<file path="src/rtl/result_writer.sv">
// result_writer: writeback stage following the ALU.
// Takes a computed result plus a destination descriptor and either performs
// one handshaked memory write at (base [-1 on push]) + offset, or a direct
// register write. Pulses done on completion so the step sequencer can advance.
//
// Ports:
//   clock, reset       core clock, synchronous active-high reset
//   start              request strobe, sampled only in IDLE
//   value              result to store
//   base               current value of the destination base register
//   offset             unsigned word offset added to the (possibly decremented) base
//   destination_mem    1 = memory write, 0 = register write of value
//   push               with destination_mem: pre-decrement base and update register
//   mem_ready          memory accepts the write when write_enable & mem_ready
//   write_address      memory address (held stable through WRITE)
//   write_data         memory data (held stable through WRITE)
//   write_enable       memory write request
//   register_out       value for the destination register
//   register_write     one-cycle register write strobe
//   busy               high in any state other than IDLE
//   done               one-cycle completion pulse
//
// state | meaning
// IDLE  | waiting for start; captures the request descriptor
// ADDR  | computes address/data/new base from the captured descriptor
// WRITE | write_enable high until mem_ready is seen
// DONE  | completion pulse, optional register write
module result_writer #(
  parameter int WIDTH        = 16,
  parameter int OFFSET_WIDTH = 4
) (
  input  logic                    clock,
  input  logic                    reset,
  input  logic                    start,
  input  logic [WIDTH-1:0]        value,
  input  logic [WIDTH-1:0]        base,
  input  logic [OFFSET_WIDTH-1:0] offset,
  input  logic                    destination_mem,
  input  logic                    push,
  input  logic                    mem_ready,
  output logic [WIDTH-1:0]        write_address,
  output logic [WIDTH-1:0]        write_data,
  output logic                    write_enable,
  output logic [WIDTH-1:0]        register_out,
  output logic                    register_write,
  output logic                    busy,
  output logic                    done
);

  typedef enum logic [1:0] {
    IDLE  = 2'd0,
    ADDR  = 2'd1,
    WRITE = 2'd2,
    DONE  = 2'd3
  } state_t;

  state_t state, state_next;

  logic [WIDTH-1:0]        value_c;
  logic [WIDTH-1:0]        base_c;
  logic [OFFSET_WIDTH-1:0] offset_c;
  logic                    dest_mem_c;
  logic                    push_c;

  logic [WIDTH-1:0] address_r;
  logic [WIDTH-1:0] data_r;
  logic [WIDTH-1:0] new_base_r;

  logic [WIDTH-1:0] new_base;
  logic [WIDTH-1:0] offset_ext;

  // Subtraction wraps naturally: 0x0000 - 1 = all ones.
  assign new_base   = base_c - {{(WIDTH-1){1'b0}}, push_c};
  assign offset_ext = {{(WIDTH-OFFSET_WIDTH){1'b0}}, offset_c};

  always_comb begin
    state_next = state;
    case (state)
      IDLE:    if (start) state_next = destination_mem ? ADDR : DONE;
      ADDR:    state_next = WRITE;
      WRITE:   if (mem_ready) state_next = DONE;
      DONE:    state_next = IDLE;
      default: state_next = IDLE;
    endcase
  end

  always_ff @(posedge clock) begin
    if (reset) begin
      state      <= IDLE;
      value_c    <= '0;
      base_c     <= '0;
      offset_c   <= '0;
      dest_mem_c <= 1'b0;
      push_c     <= 1'b0;
      address_r  <= '0;
      data_r     <= '0;
      new_base_r <= '0;
    end else begin
      state <= state_next;
      // Capture only in IDLE so starts during an active request are ignored.
      if (state == IDLE && start) begin
        value_c    <= value;
        base_c     <= base;
        offset_c   <= offset;
        dest_mem_c <= destination_mem;
        push_c     <= push;
      end
      if (state == ADDR) begin
        address_r  <= new_base + offset_ext;
        data_r     <= value_c;
        new_base_r <= new_base;
      end
    end
  end

  assign write_address  = address_r;
  assign write_data     = data_r;
  assign write_enable   = (state == WRITE);
  assign busy           = (state != IDLE);
  assign done           = (state == DONE);
  // push only matters on the memory path; a register-only request always writes.
  assign register_write = (state == DONE) && (!dest_mem_c || push_c);
  assign register_out   = (state == DONE && !dest_mem_c) ? value_c : new_base_r;

endmodule

</file>
<file path="config.mk">
export PLATFORM = sky130hd
export DESIGN_NAME = result_writer
export DESIGN_NICKNAME = d
export VERILOG_FILES = /design/src/rtl/result_writer.sv
export SDC_FILE = /design/constraint.sdc
export NUM_CORES = 1
export LEC_CHECK = 0
export BUFFER_PORTS_ARGS = -buffer_cell sky130_fd_sc_hd__buf_2
export CORE_UTILIZATION = 30
export DETAILED_ROUTE_END_ITERATION = 16
export PLACE_DENSITY_LB_ADDON = 0.25
export SLEW_MARGIN = 15
export SYNTH_ARGS = -nofsm -noshare
export SYNTH_HDL_FRONTEND = slang
export SYNTH_SLANG_ARGS = --single-unit
</file>
<file path="constraint.sdc">
create_clock -name clock -period 2.6 [get_ports clock]
set_clock_uncertainty 0.1 [all_clocks]
set_input_delay 0.39 -clock clock [delete_from_list [all_inputs] [get_ports clock]]
set_output_delay 0.39 -clock clock [all_outputs]
set_load 0.03 [all_outputs]
</file>
==> impl_metrics.env, run 1 <==
export IMPL_holdPathEnd="value_c[12]$_SDFFE_PP0P_"
export IMPL_power_density_nw_per_um2=1040
export IMPL_fill_cells=1360
export IMPL_die_h_um=119
export IMPL_power_share_clock=0.249
export IMPL_synthArstFlopShare=0
export IMPL_syn_inst=482
export IMPL_numCtsBuffers=9
export IMPL_reg2regPathDepth=10
export IMPL_p_total_mw=5.68
export IMPL_first_pass_iters=4
export IMPL_clock_latency_ns=0.34
export IMPL_ant_nets=0
export IMPL_cp_max_fo=5
export IMPL_drive_gt1_frac=0.331
export IMPL_synth_top_area_cell="dfxtp_1"
export IMPL_final_cell_mix="buf_2 (93), nand2_1 (88), dfxtp_1 (86), nor2_1 (50), buf_4 (44)"
export IMPL_drc=0
export IMPL_outcome="completed"
export IMPL_switching_share=0.386
export IMPL_final_nets=649
export IMPL_dp_cells=759
export IMPL_fin_cells=775
export IMPL_ys_seq_elements=88
export IMPL_port_buffers=93
export IMPL_relSlewSlack=0.697
export IMPL_fmax_ghz=0.394
export IMPL_holdWs_ns=0.185
export IMPL_fin_crit_sh=0.977
export IMPL_ys_seq_area_frac=0.427
export IMPL_grtUsageTotal=0.162
export IMPL_yosys_warnings=0
export IMPL_grt_ovfl_total=0
export IMPL_crit_required_ns=2.72
export IMPL_setup_worst_path_end_class="flip-flop"
export IMPL_placeableCoreArea_sq_um=13300
export IMPL_fp_dieW_um=119
export IMPL_synth_main_ff_cell="dfxtp_1"
export IMPL_drt_initial_drc_count=159
export IMPL_initial_core_util=0.310
export IMPL_maxSlewViolCount=0
export IMPL_worstHoldPathCells=3
export IMPL_rows=42
export IMPL_ys_types=43
export IMPL_setup_viol=0
export IMPL_reg2reg_slack_ns=0.06
export IMPL_clk_pin_slew_ns=0.06
export IMPL_period_minus_slack_ns=2.54
export IMPL_min_delay_start="value[12]"
export IMPL_grt_setup_unrepaired="yes"
export IMPL_hold_viol=0
export IMPL_hpwl_um=8270
export IMPL_synth_nets=536
export IMPL_ctsHtreeMaxLevel=3
export IMPL_p_int_mw=3.48
export IMPL_maxCapViolCount=0
export IMPL_antenna_cells=0
export IMPL_reg2reg_to="write_address[8]$_SDFFE_PP0N_"
export IMPL_netlist_top_cells_area="dfxtp_1 (43%), nand2_1 (8.0%), mux2i_1 (6.6%), a21oi_1 (5.6%), nor2_1 (4.7%)"
export IMPL_clockRootBuffer="clkbuf_16"
export IMPL_switching_power_mw=2.19
export IMPL_antenna_found_initial=0
export IMPL_cts_buffer_depth=2
export IMPL_crit_reg2reg_launch="base_c[0]$_SDFFE_PP0P_"
export IMPL_synth_edf_count=0
export IMPL_vias=3587
export IMPL_worst_pin_slew_ns=0.454
export IMPL_io_pins=94
export IMPL_leakagePower_nw=2.34
export IMPL_dieArea_sq_um=14200
export IMPL_synth_top_area_frac=0.427
export IMPL_gp_congestion=0.824
export IMPL_synth_area_per_cell_sq_um=8.55
export IMPL_cts_sinks=88
export IMPL_wl_um=11100
export IMPL_ir_worst_vdd_mv=0.747
export IMPL_pwr_share_seq=0.324
export IMPL_grt_pass1_vias=3628
export IMPL_hold_buffers=0
export IMPL_pwr_share_comb=0.427
export IMPL_viasPerCell=4.63
export IMPL_syn_to_final_growth_pct=32.7
export IMPL_netlist_area_sq_um=4120
export IMPL_wl_per_cell_um=14.3
export IMPL_layout_commonest_cell="buf_2"
export IMPL_grt_pass1_wl_um=18000
export IMPL_arrival_ns=2.66
export IMPL_cp_start_kind="flip-flop"
export IMPL_grt_max_degree=39
export IMPL_cts_tree="done"
export IMPL_hold_path_class="primary input to flip-flop"
export IMPL_criticalPathCategory="flip-flop to flip-flop"
[registers in the layout, indices dropped and copies added (netlist names)]
register / flops
new_base_r: 16
value_c: 16
write_address: 16
base_c: 16
write_data: 16
push_c: 1
state: 2
offset_c: 4
dest_mem_c: 1
[final cells by class]
type,instances,area [sq um],share of cell area
clock buffer,11,253,0.0462
clock inverter,4,76.3,0.0140
inverter,11,41.3,0.00755
multi-input combinational,348,2320,0.424
sequential,88,1760,0.323
tap,176,220,0.0403
timing repair buffer,137,796,0.146
[Yosys cell counts (2+ instances only)]
library cell  number
dfxtp_1           88
nand2_1           88
nor2_1            52
a21oi_1           46
clkbuf_1          28
mux2i_1           27
a211oi_1          17
mux2_2            16
xor2_1            15
nand2b_1          12
xnor2_1           12
ha_1              11
inv_1             11
o22ai_1            6
buf_1              5
o21ai_0            5
or3_1              5
nand3_1            4
and2_1             3
nor3_1             3
buf_2              2
nor4_1             2
o21bai_1           2
o221ai_2           2
or4_1              2
[kinds of logic (layout without fill, tap and decap cells)]
| family | Yosys count | after routing | share of synthesized area |
|---|---|---|---|
| AND/OR/NAND/NOR | 182 | 182 | 0.199 |
| flip-flops | 88 | 88 | 0.427 |
| AO/OA/AOI/OAI | 84 | 84 | 0.126 |
| buffers and inverters | 46 | 163 | 0.0425 |
| multiplexers | 43 | 43 | 0.109 |
| XOR/XNOR | 27 | 27 | 0.0574 |
| adder cells (fa/ha/maj) | 12 | 12 | 0.0383 |
[worst max-delay path, cell delays in order (launching register included)]
cell and delay [ns]:
dfxtp_2 0.32, inv_2 0.06, ha_4 0.13, or4b_4 0.48, or3_4 0.39, nor3b_4 0.32
buf_4 0.16, o211ai_1 0.10, xor2_1 0.18, mux2i_1 0.14, nor2_1 0.05
[power by group through the flow]
| stage | sequential, mW | clock (mW) | combinational, mW |
|---|---|---|---|
| 2_1_floorplan | 1.91 | 0 | 1.55 |
| 3_3_place_gp | 1.85 | 0 | 2.37 |
| 3_5_place_dp | 1.86 | 0 | 2.40 |
| 4_1_cts | 1.83 | 1.46 | 2.43 |
| 5_1_grt | 1.88 | 1.51 | 2.67 |
| 6_report | 1.84 | 1.41 | 2.43 |
[how the worst max path moves through the flow]
stage,start,end,cells past startpoint,slack (ns)
floorplan,base_c[0]$_SDFFE_PP0P_,write_address[15]$_SDFFE_PP0N_,10,0.07
global placement,base_c[0]$_SDFFE_PP0P_,write_address[12]$_SDFFE_PP0N_,12,-0.04
detailed placement,base_c[0]$_SDFFE_PP0P_,write_address[12]$_SDFFE_PP0N_,12,-0.12
CTS,base_c[0]$_SDFFE_PP0P_,write_address[6]$_SDFFE_PP0N_,11,0.009
global route,base_c[0]$_SDFFE_PP0P_,write_address[15]$_SDFFE_PP0N_,9,-0.06
finish,base_c[0]$_SDFFE_PP0P_,write_address[8]$_SDFFE_PP0N_,10,0.06
[repair_timing]
item	4_1_cts	5_1_grt
endpoints found under the setup margin	9	14
pin swaps	0	1
cloned	0	0
buffers inserted	0	1
resized for setup	10	20
[metrics by stage]
| stage | TNS [ns] | utilization | instance area, sq um | setup slack, ns |
|---|---|---|---|---|
| after floorplan | 0 | - | 4120 | 0.0697 |
| after global placement | -0.107 | 0.376 | 5000 | -0.0360 |
| after detailed placement | -0.687 | 0.376 | 5000 | -0.121 |
| after CTS | 0 | 0.404 | 5380 | 0.00864 |
| after global routing | -0.274 | 0.411 | 5470 | -0.0642 |
| final | 0 | 0.411 | 5470 | 0.0596 |
[layer usage]
metal	routed length [um]	GRT usage	vias to the layer above
met5	0	0	-
met3	412	0.0311	16
li1	-	-	1851
met2	4960	0.254	80
met1	5380	0.212	1640
met4	308	0.0759	0
Note: power is estimated with default switching activity, not from simulation.
==> run 2, diff against run 1 <==
==> constraint.sdc (replaced) <==
create_clock -name clock -period 2.6 [get_ports clock]
set_clock_uncertainty 0.1 [all_clocks]
set_input_delay 0.26 -clock clock [delete_from_list [all_inputs] [get_ports clock]]
set_output_delay 0.26 -clock clock [all_outputs]
set_load 0.03 [all_outputs]
==> run 2 against run 1 <==
The run now ends with negative setup slack left. First-iteration DRC count is 4.4% lower. Highest routed layer unchanged. Final cell count stayed put. Power is 1.8% lower. Clock power is 9% lower. Critical endpoint is now write_address[13]$_SDFFE_PP0N_.
==> impl_metrics.env, run 2 (synthesis results as in run 1) <==
export IMPL_grt_pass1_wl_um=17600
export IMPL_maxCapViolCount=0
export IMPL_initial_core_util=0.310
export IMPL_final_nets=648
export IMPL_placeableCoreArea_sq_um=13300
export IMPL_antenna_cells=0
export IMPL_final_cell_mix="buf_2 (93), nand2_1 (88), dfxtp_1 (86), nor2_1 (50), a21oi_1 (44)"
export IMPL_dieArea_sq_um=14200
export IMPL_leakagePower_nw=2.32
export IMPL_crit_required_ns=2.72
export IMPL_layout_commonest_cell="buf_2"
export IMPL_violations="negative setup slack"
export IMPL_port_buffers=93
export IMPL_grt_setup_unrepaired="yes"
export IMPL_syn_to_final_growth_pct=32.1
export IMPL_layout_setup_ws_ns=-0.000895
export IMPL_cp_slowest_stage_delay_ns=0.50
export IMPL_first_pass_iters=4
export IMPL_grt_pass1_vias=3516
export IMPL_grt_max_degree=39
export IMPL_seqCellArea_sq_um=1760
export IMPL_gp_congestion=0.815
export IMPL_outcome="complete, but fails checks"
export IMPL_ctsHtreeMaxLevel=3
export IMPL_cp_max_fo=5
export IMPL_grtUsageTotal=0.161
export IMPL_period_minus_slack_ns=2.60
export IMPL_drc=0
export IMPL_maxSlewViolCount=0
export IMPL_arrival_ns=2.72
export IMPL_worstPathCellList="inv_2 > ha_4 > or4b_4 > or4_4 > a211oi_4 > o221ai_4 > a21oi_1 > xor2_1 > o22ai_1"
export IMPL_rows=42
export IMPL_ant_nets=0
export IMPL_crit_slowest_cell="or4_4"
export IMPL_die_h_um=119
export IMPL_clock_latency_ns=0.34
export IMPL_drive_gt1_frac=0.331
export IMPL_relSlewSlack=0.699
export IMPL_criticalPathCategory="flip-flop to flip-flop"
export IMPL_grt_ovfl_total=0
export IMPL_cts_sinks=88
export IMPL_io_pins=94
export IMPL_cpLargestDelayFamily="simple AND/OR/NAND/NOR gates"
export IMPL_fp_dieW_um=119
export IMPL_worst_pin_slew_ns=0.452
export IMPL_clockRootBuffer="clkbuf_16"
export IMPL_cp_start_kind="flip-flop"
export IMPL_dp_cells=759
export IMPL_setup_viol=1
export IMPL_wl_per_cell_um=14.4
export IMPL_antenna_found_initial=0
export IMPL_fin_cells=775
export IMPL_clk_pin_slew_ns=0.06
export IMPL_power_density_nw_per_um2=1020
export IMPL_fmax_ghz=0.384
export IMPL_numCtsBuffers=9
export IMPL_multi_input_area_sq_um=2320
export IMPL_cp_buffers_inverters=1
export IMPL_cts_setup_buffers=0
export IMPL_hold_buffers=0
export IMPL_final_util=0.410
export IMPL_fin_crit_sh=1.00
export IMPL_viasPerCell=4.66
export IMPL_cts_buffer_depth=2
export IMPL_setup_worst_path_end_class="flip-flop"
export IMPL_fill_cells=1349
export IMPL_wl_um=11200
export IMPL_cts_tree="done"
export IMPL_drt_initial_drc_count=152
export IMPL_ir_worst_vdd_mv=0.747
export IMPL_hpwl_um=8310
export IMPL_hold_viol=0
export IMPL_hold_path_class="primary input to flip-flop"
export IMPL_vias=3611
==> run 2: changes by cell type in the layout (fill, tap and decap cells not counted), moves of 2 or more <==
cell | before | now
o21ai_1 | 3 | 0
buf_4 | 44 | 42
a21oi_1 | 42 | 44
a21oi_2 | 4 | 2
o21ai_0 | 2 | 4
clkbuf_8 | 2 | 0
==> run 2: path summary, 6_finish.rpt <==
path | from | to | slack [ns] | cells past startpoint
worst min-delay path | value[7] | value_c[7]$_SDFFE_PP0P_ | 0.05 | 3
worst max register to register | base_c[0]$_SDFFE_PP0P_ | write_address[13]$_SDFFE_PP0N_ | -0.0009 | 9
worst max-delay path | base_c[0]$_SDFFE_PP0P_ | write_address[13]$_SDFFE_PP0N_ | -0.0009 | 9
worst min register to register | offset_c[0]$_SDFFE_PP0P_ | offset_c[0]$_SDFFE_PP0P_ | 0.37 | 2
==> run 2: timing repair <==
item,CTS,global route
pin swaps,0,8
setup endpoints to repair,11,14
gates cloned,0,0
gates resized for setup,9,20
==> run 2: cell type report <==
type,count,area share
multi-input combinational,348,0.426
sequential,88,0.324
timing repair buffer,136,0.147
clock buffer,10,0.0420
tap,176,0.0404
clock inverter,6,0.0124
inverter,11,0.00758
==> run 2: report_power, final <==
part           switching (mW)  internal, mW  total, mW
Sequential              0.209          1.63       1.84
Combinational            1.47         0.974       2.44
Clock                   0.545         0.748       1.29
==> run 2: worst reg2reg max path, delay by kind of cell, from the launching register on <==
kind	cells	cell delay [ns]
flops	1	0.32
xor+xnor	1	0.16
compound gates	4	0.73
simple gates	2	0.98
buf+inv	1	0.07
fa+ha+maj	1	0.14
==> run 2: metrics by stage <==
step | setup WS, ns | setup TNS [ns] | hold slack (ns) | power [mW] | instance area (sq um)
finish | -0.000895 | -0.000895 | 0.0492 | 5.57 | 5450
floorplan | 0.0697 | 0 | 0.296 | 3.47 | 4120
CTS | 0.00623 | 0 | 0.0323 | 5.60 | 5350
detailed placement | -0.137 | -0.738 | 0.360 | 4.27 | 5010
global route | -0.0610 | -0.281 | 0.0352 | 5.94 | 5450
global placement | -0.0473 | -0.162 | 0.353 | 4.23 | 5010
==> run 2: per-layer routing <==
metal	GRT usage	up-vias	part of all wire
met3	0.0340	15	0.043
li1	-	1851	-
met5	0	-	0
met2	0.259	76	0.46
met4	0.0744	0	0.023
met1	0.204	1669	0.48
